===== src/rtl/riscv_pkg.sv =====
// riscv_pkg: ALU op codes, opcodes, funct7 values and operand-select types shared by decode and ALU
package riscv_pkg;
  localparam logic [2:0] ALU_ADD = 3'b000;
  localparam logic [2:0] ALU_SUB = 3'b001;
  localparam logic [2:0] ALU_AND = 3'b010;
  localparam logic [2:0] ALU_OR  = 3'b011;
  localparam logic [2:0] ALU_XOR = 3'b100;
  localparam logic [2:0] ALU_SLL = 3'b101;
  localparam logic [2:0] ALU_SRL = 3'b110;
  localparam logic [2:0] ALU_SRA = 3'b111;
  localparam logic [6:0] OPC_OP     = 7'b0110011;
  localparam logic [6:0] OPC_OP_IMM = 7'b0010011;
  localparam logic [6:0] OPC_LUI    = 7'b0110111;
  localparam logic [6:0] OPC_AUIPC  = 7'b0010111;
  localparam logic [6:0] F7_BASE = 7'b0000000;
  localparam logic [6:0] F7_ALT  = 7'b0100000;
  typedef enum logic [1:0] {A_ZERO, A_RS1, A_PC} sel_a_t;
  typedef enum logic [2:0] {B_ZERO, B_RS2, B_IMM_I, B_SHAMT, B_IMM_U} sel_b_t;
endpackage


===== src/rtl/alu_op_decode.sv =====
// alu_op_decode: maps opcode/funct fields to alu_op, illegal flag and operand selects
module alu_op_decode
  import riscv_pkg::*;
(
  input  logic [6:0] opcode,
  input  logic [2:0] funct3,
  input  logic [6:0] funct7,
  output logic [2:0] alu_op,
  output logic       illegal,
  output sel_a_t     sel_a,
  output sel_b_t     sel_b
);
  logic       f7_base, f7_alt, is_op, is_imm, is_shift, slt;
  logic [2:0] f3_op;
  assign f7_base  = funct7 == F7_BASE;
  assign f7_alt   = funct7 == F7_ALT;
  assign is_op    = opcode == OPC_OP;
  assign is_imm   = opcode == OPC_OP_IMM;
  assign is_shift = funct3 == 3'b001 || funct3 == 3'b101;
  assign slt      = funct3 == 3'b010 || funct3 == 3'b011;
  always_comb begin
    f3_op = ALU_ADD;
    case (funct3)
      3'b000: f3_op = (is_op && f7_alt) ? ALU_SUB : ALU_ADD;
      3'b001: f3_op = ALU_SLL;
      3'b100: f3_op = ALU_XOR;
      3'b101: f3_op = f7_alt ? ALU_SRA : ALU_SRL;
      3'b110: f3_op = ALU_OR;
      3'b111: f3_op = ALU_AND;
      default: f3_op = ALU_ADD;
    endcase
  end
  always_comb begin
    alu_op  = ALU_ADD;
    illegal = 1'b0;
    sel_a   = A_ZERO;
    sel_b   = B_ZERO;
    case (opcode)
      OPC_OP: begin
        alu_op  = f3_op;
        sel_a   = A_RS1;
        sel_b   = B_RS2;
        illegal = slt || !(f7_base || (f7_alt && (funct3 == 3'b000 || funct3 == 3'b101)));
      end
      OPC_OP_IMM: begin
        alu_op  = f3_op;
        sel_a   = A_RS1;
        sel_b   = is_shift ? B_SHAMT : B_IMM_I;
        // non-shift immediates carry payload in funct7 bits, so only shifts check it
        illegal = slt || (funct3 == 3'b001 && !f7_base) || (funct3 == 3'b101 && !f7_base && !f7_alt);
      end
      OPC_LUI: sel_b = B_IMM_U;
      OPC_AUIPC: begin
        sel_a = A_PC;
        sel_b = B_IMM_U;
      end
      default: illegal = 1'b1;
    endcase
    if (illegal) begin
      alu_op = ALU_ADD;
      sel_a  = A_ZERO;
      sel_b  = B_ZERO;
    end
  end
  logic unused;
  assign unused = is_imm;
endmodule


===== src/rtl/id_ex_stage.sv =====
// id_ex_stage: decode/forward operands and register them for the ALU behind a valid/ready handshake
module id_ex_stage
  import riscv_pkg::*;
#(
  parameter int XLEN = 32
) (
  input  logic            clk,
  input  logic            rst_n,
  input  logic            in_valid,
  output logic            in_ready,
  input  logic [31:0]     instr,
  input  logic [XLEN-1:0] pc,
  input  logic [XLEN-1:0] rs1_data,
  input  logic [XLEN-1:0] rs2_data,
  input  logic            fwd_ex_valid,
  input  logic [4:0]      fwd_ex_rd,
  input  logic [XLEN-1:0] fwd_ex_data,
  input  logic            fwd_wb_valid,
  input  logic [4:0]      fwd_wb_rd,
  input  logic [XLEN-1:0] fwd_wb_data,
  input  logic            flush,
  output logic            out_valid,
  input  logic            out_ready,
  output logic [XLEN-1:0] src_a,
  output logic [XLEN-1:0] src_b,
  output logic [2:0]      alu_op,
  output logic [4:0]      rd,
  output logic            rd_we,
  output logic            illegal
);
  logic [2:0]      dec_op;
  logic            dec_ill, accept;
  sel_a_t          sel_a;
  sel_b_t          sel_b;
  logic [XLEN-1:0] rs1_val, rs2_val, op_a, op_b, imm_i, imm_u, shamt;
  alu_op_decode u_dec (
    .opcode (instr[6:0]),
    .funct3 (instr[14:12]),
    .funct7 (instr[31:25]),
    .alu_op (dec_op),
    .illegal(dec_ill),
    .sel_a  (sel_a),
    .sel_b  (sel_b)
  );
  function automatic logic [XLEN-1:0] fwd(input logic [4:0] r, input logic [XLEN-1:0] rf);
    return (r == 5'd0) ? '0 :
           (fwd_ex_valid && fwd_ex_rd == r) ? fwd_ex_data :
           (fwd_wb_valid && fwd_wb_rd == r) ? fwd_wb_data : rf;
  endfunction
  assign rs1_val = fwd(instr[19:15], rs1_data);
  assign rs2_val = fwd(instr[24:20], rs2_data);
  assign imm_i   = {{(XLEN-12){instr[31]}}, instr[31:20]};
  assign imm_u   = {{(XLEN-32){instr[31]}}, instr[31:12], 12'b0};
  assign shamt   = {{(XLEN-5){1'b0}}, instr[24:20]};
  always_comb begin
    op_a = (sel_a == A_RS1) ? rs1_val : (sel_a == A_PC) ? pc : '0;
    op_b = (sel_b == B_RS2) ? rs2_val : (sel_b == B_IMM_I) ? imm_i :
           (sel_b == B_SHAMT) ? shamt : (sel_b == B_IMM_U) ? imm_u : '0;
  end
  assign in_ready = flush || !out_valid || out_ready;
  assign accept   = in_valid && in_ready && !flush;
  always_ff @(posedge clk or negedge rst_n) begin
    if (!rst_n) begin
      out_valid <= 1'b0;
      src_a     <= '0;
      src_b     <= '0;
      alu_op    <= ALU_ADD;
      rd        <= '0;
      rd_we     <= 1'b0;
      illegal   <= 1'b0;
    end else begin
      out_valid <= accept || (out_valid && !out_ready && !flush);
      if (accept) begin
        src_a   <= op_a;
        src_b   <= op_b;
        alu_op  <= dec_op;
        rd      <= instr[11:7];
        rd_we   <= !dec_ill && instr[11:7] != 5'd0;
        illegal <= dec_ill;
      end
    end
  end
endmodule


===== config.mk =====
export PLATFORM = sky130hd
export DESIGN_NAME = id_ex_stage
export DESIGN_NICKNAME = d
export VERILOG_FILES = /design/src/rtl/riscv_pkg.sv /design/src/rtl/alu_op_decode.sv /design/src/rtl/id_ex_stage.sv
export SDC_FILE = /design/constraint.sdc
export NUM_CORES = 1
export LEC_CHECK = 0
export ABC_AREA = 1
export BUFFER_PORTS_ARGS = -buffer_cell sky130_fd_sc_hd__buf_4
export CAP_MARGIN = 10
export CORE_UTILIZATION = 44
export DETAILED_ROUTE_END_ITERATION = 8
export PLACE_DENSITY = 0.9
export SLEW_MARGIN = 20
export SYNTH_ARGS = -nofsm -noshare
export SYNTH_HDL_FRONTEND = slang
export SYNTH_SLANG_ARGS = --single-unit

===== constraint.sdc =====
create_clock -name clk -period 1.6 [get_ports clk]
set_clock_uncertainty 0.05 [all_clocks]
set_input_delay 0.16 -clock clk [delete_from_list [all_inputs] [get_ports clk]]
set_output_delay 0.16 -clock clk [all_outputs]
set_load 0.02 [all_outputs]

# Word-level counts from Yosys, hierarchy flattened
# Index checks and enable logic that the tools add are counted.
# op_classes
n_eq_ne	22
muxes	23
reduce_logical	38
# op_table
cell	n
two-way mux 32 bit	12
== test 7 x 6 -> 1 bit, second input constant	3
== test 5 bit	4
one-hot mux 3 bit (6 select lines)	1
== test 3 bit, second input constant	5
== test 7 x 5 -> 1 bit, second input constant	2
logical AND 1 bit	14
== test 3 x 2 -> 1 bit, second input constant	4
zero test 5 bit	2
logical OR 1 bit	10
two-way mux 3 bit	3
one-hot mux 3 bit (3 select lines)	1
zero test 1 bit	7
zero test 7 bit	1
== test 3 x 1 -> 1 bit, second input constant	2
nonzero test 5 bit	1
one-hot mux 2 bit (2 select lines)	1
OR reduction 2 bit	2
zero test 3 bit	1
two-way mux 1 bit	3
one-hot mux 1 bit (3 select lines)	1
== test 2 x 1 -> 1 bit, second input constant	1
== test 2 bit, second input constant	1
two-way mux 2 bit	1
# word_totals
register_bits	75
elab_cells	90

# Longest topological paths before layout
# logic_depth
ltp_word	13
depth_mapped	14
mapped_depth_nobuf	14

# Cells and area by module
# A second synthesis with hierarchy kept.
# hier_totals
hier_cells	931
area_unflattened_um2	6616.3
# modules_own_cells
module	instances	cells_per_inst	area_per_inst_um2
id_ex_stage	1	873	6308.6
alu_op_decode	1	58	307.8

# Worst setup path before layout
# No wires, ideal clock.
# synth_path
path_kind	register to register
from	register out_valid
to	register src_a[15]
t_arrival_ps	1519
slack_ps	-87
stages_incl_launch_ff	9
n_path_buf	2
cell_sequence	dfrtp_1 > nand2_1 > nor2_1 > nor3_2 > clkbuf_1 > clkbuf_1 > nand2_1 > nor2_1 > nor2_1
# synth_via
elab_chain_cells	5
# synth_lines
item	line_no	source
from (decl)	id_ex_stage.sv:22	output logic out_valid,
from (signal assigned)	id_ex_stage.sv:72	out_valid <= accept || (out_valid && !out_ready && !flush);
zero test 1 bit	id_ex_stage.sv:60	assign in_ready = flush || !out_valid || out_ready;
logical OR 1 bit (2 in series)	id_ex_stage.sv:60	
logical AND 1 bit (2 in series)	id_ex_stage.sv:61	assign accept = in_valid && in_ready && !flush;
to (signal assigned)	id_ex_stage.sv:74	src_a <= op_a;
to (decl)	id_ex_stage.sv:24	output logic [XLEN-1:0] src_a,
# Every way passes these cells.
# A chain may end at the register's enable or synchronous reset.

# Worst setup path after layout
# layout_path
from	register out_valid
to	register src_b[27]
# layout_via
elab_chain_cells	5
# layout_lines
item	line_no	source
zero test 1 bit	id_ex_stage.sv:60	
logical OR 1 bit (2 in series)	id_ex_stage.sv:60	
logical AND 1 bit (2 in series)	id_ex_stage.sv:61	
to (signal assigned)	id_ex_stage.sv:75	src_b <= op_b;
to (decl)	id_ex_stage.sv:25	output logic [XLEN-1:0] src_b,
# Every way passes these cells.

==> results by stage <==
Yosys:
- Each instance of the synthesized netlist takes up on average approximately 5.6 um^2.
- Counting every instance in the synthesized netlist gives approximately 1100.
- The cell with the most instances after synthesis is sky130_fd_sc_hd__nor2_1.
- The total standard cell area after synthesis is around 0.0063 mm^2.
- The number of synthesized flops with an enable pin is 0.
- When the netlist entered floorplanning its net count stood at 1327.
- The most instantiated flip-flop cell in the synthesis netlist is sky130_fd_sc_hd__dfrtp_1.
- Counting flops and latches in the post-synthesis netlist gives 75.
- The netlist uses 36 different library cells.
- Summed over all instances, the cell type with the most area after synthesis is sky130_fd_sc_hd__dfrtp_1.
- Counting flops with an async set or reset pin after synthesis yields a share of 100%.
- Yosys printed 0 warnings.
- Sorting the synthesized cells by area gives the leading types as sky130_fd_sc_hd__dfrtp_1 (30%), sky130_fd_sc_hd__nor2_1 (21%), sky130_fd_sc_hd__nand2_1 (20%), sky130_fd_sc_hd__nand3_1 (7.3%), sky130_fd_sc_hd__inv_1 (4.5%).
- The sequential share of the synthesized area is between 20 and 30%.
- The top cell type by area accounts for between 20% and 30% of the synthesized area.
- By count the netlist is led by sky130_fd_sc_hd__nor2_1 (360), sky130_fd_sc_hd__nand2_1 (329), sky130_fd_sc_hd__nand3_1 (92), sky130_fd_sc_hd__dfrtp_1 (75), sky130_fd_sc_hd__inv_1 (75).

Global routing:
- Summed over all layers, the global routing overflow is 0.
- The via count of the first global-routing pass is approximately 8000.
- Entering global routing, the biggest net connects 76 pins.
- The overall global routing resource usage is a little over a third.
- The first global-routing pass estimated around 40000 um of wire.
- The initial antenna violation count is 1.

Die:
- The floorplan die width is roughly 120 um.
- The die area is approximately 0.015 mm^2.
- The top-level port count is about 290.
- The core area is about 0.014 mm^2.
- The number of rows in the core area is 43.
- The die span in y is about 120 um.
- The initial utilization of the core area, before any placement, comes to between 40% and 50%.

Cells and area:
- The post-route netlist has 30.8% of its cells at a drive strength greater than 1.
- The signed area change from the synthesized netlist to the final layout is 55.8%.
- The number of nets in the layout is 1663.
- The post-route non-filler standard cell count is around 1600.
- For this run, the share of the core covered by cells in the final layout is 70.6%.
- The layout filler cell count is approximately 1200.
- The finished cells cover 0.00984 mm^2.

Critical path:
- In this design, the critical path's most frequently occurring cell is sky130_fd_sc_hd__nor2_2.
- The worst setup path is captured at a register.
- Data on the critical path arrives at its endpoint at around 1.8 ns.
- In this run the register-to-register setup slack is -0.05 ns.
- The cell family contributing the most delay on the critical path is simple AND/OR/NAND/NOR gates.
- The worst register-to-register path has a depth of 10.
- The startpoint identified for the worst register-to-register timing path is out_valid.
- The cell with the biggest individual delay on the critical path is sky130_fd_sc_hd__dfrtp_1.
- The capture point of the worst path is src_b[27].
- STA puts the critical path data required time at roughly 1.8 ns.
- In this run the number of cells on the critical path is 10.
- In this run the worst setup path begins at out_valid.
- The startpoint type of the worst setup path is a register.
- The worst reg2reg path endpoint is src_b[27].
- Along the worst path, the maximum fanout reaches 6.
- The critical path goes through nand2_2 > nor2_2 > nor3_4 > buf_6 > clkbuf_16 > o21ai_1 > inv_1 > nand2_1 > nor2_2 > nor2_1.
- The critical path is of the register to register type.
- The number of buffers and inverters on the critical path is 3.
- The delay of the slowest critical-path stage is 0.40 ns.

Clock network:
- The clock net in this run drives a total of 75 sinks.
- Counting along the longest clock path gives a buffer depth of 2.
- TritonCTS built the clock tree.
- The clock root buffer master is sky130_fd_sc_hd__clkbuf_16.
- Counting the buffers created by CTS gives 9.
- The H-tree level count is 3.
- At the later pin of the worst-skew pair, clock insertion delay measures ~0.34 ns.
- The clock transition time at the flip-flop clock pins of the worst setup and hold paths is around 0.07 ns.

STA:
- The post-route minimum period is roughly 1.7 ns.
- The transition time at the pin with the least slew margin is roughly 0.45 ns.
- After layout, the worst setup slack is -0.0533 ns.
- The fmax is a little over 600 MHz.
- The number of slew-limit violations in the final report is 0.
- Setup repair after global routing could not meet its margin everywhere.
- The final number of setup-violating endpoints is 14.
- The number of endpoints with negative hold slack in the final report is 0.
- The post-route worst hold slack is about 0.073 ns.
- The final critical path takes up 103% of the cycle.
- The tightest slew margin relative to the limit is 69.8%.

Min path:
- The worst hold path begins at instr[8].
- The type of the worst min-delay path is input port to register.

Pwr:
- Net switching is between 30% and 40% of the power.
- The combinational power share is between 30% and 40%.
- The power density over the cells is roughly 690 mW/mm^2.
- The total internal power is about 4.7 mW.
- The static leakage is between 5 and 6 nW.
- Summed over all nets, the switching power comes to between 2 and 2.5 mW.
- The worst-case vdd ir drop is between 0.4 and 0.5 mV.
- Sequential cells burn 32.6% of the power.
- The clock network power share is 35.3%.

Run status:
- The flow ran to the end, but the final reports show violations.
- The final reports fail on setup timing.

Detailed routing:
- Dividing the detail-routed wire length by the instance count gives roughly 16 um.
- After detailed routing, the number of vias per cell comes to approximately 5.3.
- The count of vias placed by the detailed router is about 8700.
- The initial detailed-routing violation count is between 800 and 900.
- The first-pass iteration count of the detailed router is 7.
- The count of antenna-violating nets left after detailed routing is 0.
- After detailed routing, the total wire length is around 26000 um.
- The number of DRC violations after detailed routing is 0.

Placement:
- The wire-length estimate of the detail-placed layout is just under 20000 um.
- The routability-driven placement congestion ratio is between 1 and 1.5.
- The number of placed instances with taps included is 1610.
- At the placement stage, the worst setup path has a slack of -0.266 ns.
- The count of buffers inserted at the top-level ports is ~280.
- After detailed placement, the total cell area comes to roughly 0.0092 mm^2.

Job:
- Across the run, the number of max-cap violations was 0.
worst reg2reg max path, stage by stage (launching register included):
cell	delay, ns
sky130_fd_sc_hd__dfrtp_1	0.40
sky130_fd_sc_hd__nand2_2	0.10
sky130_fd_sc_hd__nor2_2	0.06
sky130_fd_sc_hd__nor3_4	0.22
sky130_fd_sc_hd__buf_6	0.20
sky130_fd_sc_hd__clkbuf_16	0.17
sky130_fd_sc_hd__o21ai_1	0.07
sky130_fd_sc_hd__inv_1	0.05
sky130_fd_sc_hd__nand2_1	0.07
sky130_fd_sc_hd__nor2_2	0.12
sky130_fd_sc_hd__nor2_1	0.05
state kept, by name, summed over array words and instances (netlist names):
| signal | count |
|---|---|
| alu_op | 3 |
| illegal | 1 |
| out_valid | 1 |
| rd | 5 |
| rd_we | 1 |
| src_a | 32 |
| src_b | 32 |
worst min path at each step:
stage	to	slack, ns	cells past startpoint
4_1_cts	rd[1]	0.07	3
2_1_floorplan	alu_op[0]	-0.19	0
3_3_place_gp	src_b[27]	0.17	2
3_5_place_dp	src_b[27]	0.17	2
6_report	rd[1]	0.07	3
5_1_grt	rd[1]	0.08	3
metal layers:
layer  vias to the layer above  routed length [um]  global-route usage (%)
met5                         -                   0                       0
li1                       4155                   -                       -
met2                       541               12500                    57.9
met3                        99                2450                    5.62
met1                      3937               10300                    43.2
met4                         0                1180                    17.5
cells in the final DEF, fill, tap and decap left out, types with 3 or more instances in the layout:
master / synthesis / final
sky130_fd_sc_hd__nand2_2: 2 / 5
sky130_fd_sc_hd__dfrtp_1: 75 / 75
sky130_fd_sc_hd__inv_2: 8 / 9
sky130_fd_sc_hd__nor3_2: 3 / 4
sky130_fd_sc_hd__clkbuf_16: 0 / 13
sky130_fd_sc_hd__o22ai_1: 3 / 3
sky130_fd_sc_hd__inv_1: 75 / 74
sky130_fd_sc_hd__dlygate4sd3_1: 0 / 4
sky130_fd_sc_hd__o21ai_2: 0 / 4
sky130_fd_sc_hd__nand2_1: 329 / 326
sky130_fd_sc_hd__o21ai_0: 23 / 7
sky130_fd_sc_hd__o21ai_1: 6 / 18
sky130_fd_sc_hd__bufinv_16: 0 / 3
sky130_fd_sc_hd__buf_8: 0 / 3
sky130_fd_sc_hd__nand3_2: 3 / 4
sky130_fd_sc_hd__o211ai_1: 24 / 24
sky130_fd_sc_hd__nand4_1: 22 / 22
sky130_fd_sc_hd__nor2_2: 5 / 13
sky130_fd_sc_hd__buf_4: 2 / 364
sky130_fd_sc_hd__nor2_1: 360 / 352
sky130_fd_sc_hd__nand3_1: 92 / 91
sky130_fd_sc_hd__buf_12: 0 / 12
timing repair:
item / 4_1_cts / 5_1_grt
hold buffers: 4 / 0
gates cloned: 0 / 5
pin swaps: 0 / 20
setup endpoints to repair: 1 / 54
gates resized for setup: 1 / 40
hold endpoints to repair: 78 / 0
setup buffers: 0 / 4
power groups by stage:
| stage | logic [mW] | clock network [mW] | registers [mW] |
|---|---|---|---|
| global route | 2.37 | 2.52 | 2.25 |
| floorplan | 0.686 | 0 | 2.48 |
| global placement | 2.04 | 0 | 2.25 |
| finish | 2.19 | 2.41 | 2.23 |
| CTS | 2.10 | 2.44 | 2.23 |
| detailed placement | 2.08 | 0 | 2.26 |
cell type report:
cell class / instances / area (um^2) / share of cell area (%)
Tap cell: 180 / 225 / 2.29
Clock inverter: 7 / 123 / 1.25
Antenna cell: 1 / 2.50 / 0.0254
Multi-Input combinational cell: 893 / 3880 / 39.5
Timing Repair Buffer: 389 / 3180 / 32.3
Inverter: 86 / 324 / 3.29
Sequential cell: 75 / 1880 / 19.1
Clock buffer: 9 / 225 / 2.29
stage by stage:
stage | total power [mW] | TNS, ns
floorplan | 3.16 | -0.686
global placement | 4.29 | -5.21
detailed placement | 4.34 | -13.85
CTS | 6.77 | 0
global route | 7.14 | -4.91
finish | 6.83 | -0.232
kinds of logic (layout without fill, tap and decap cells):
| logic type | Yosys count | in the layout | share of synthesized area, % |
|---|---|---|---|
| simple gates | 826 | 826 | 53.6 |
| buf+inv | 150 | 491 | 10.0 |
| flops | 75 | 75 | 29.7 |
| compound gates | 65 | 65 | 6.42 |
| xor+xnor | 2 | 2 | 0.277 |
| other cells | 0 | 1 | 0 |
No activity file was read; power rests on OpenSTA's default activity.
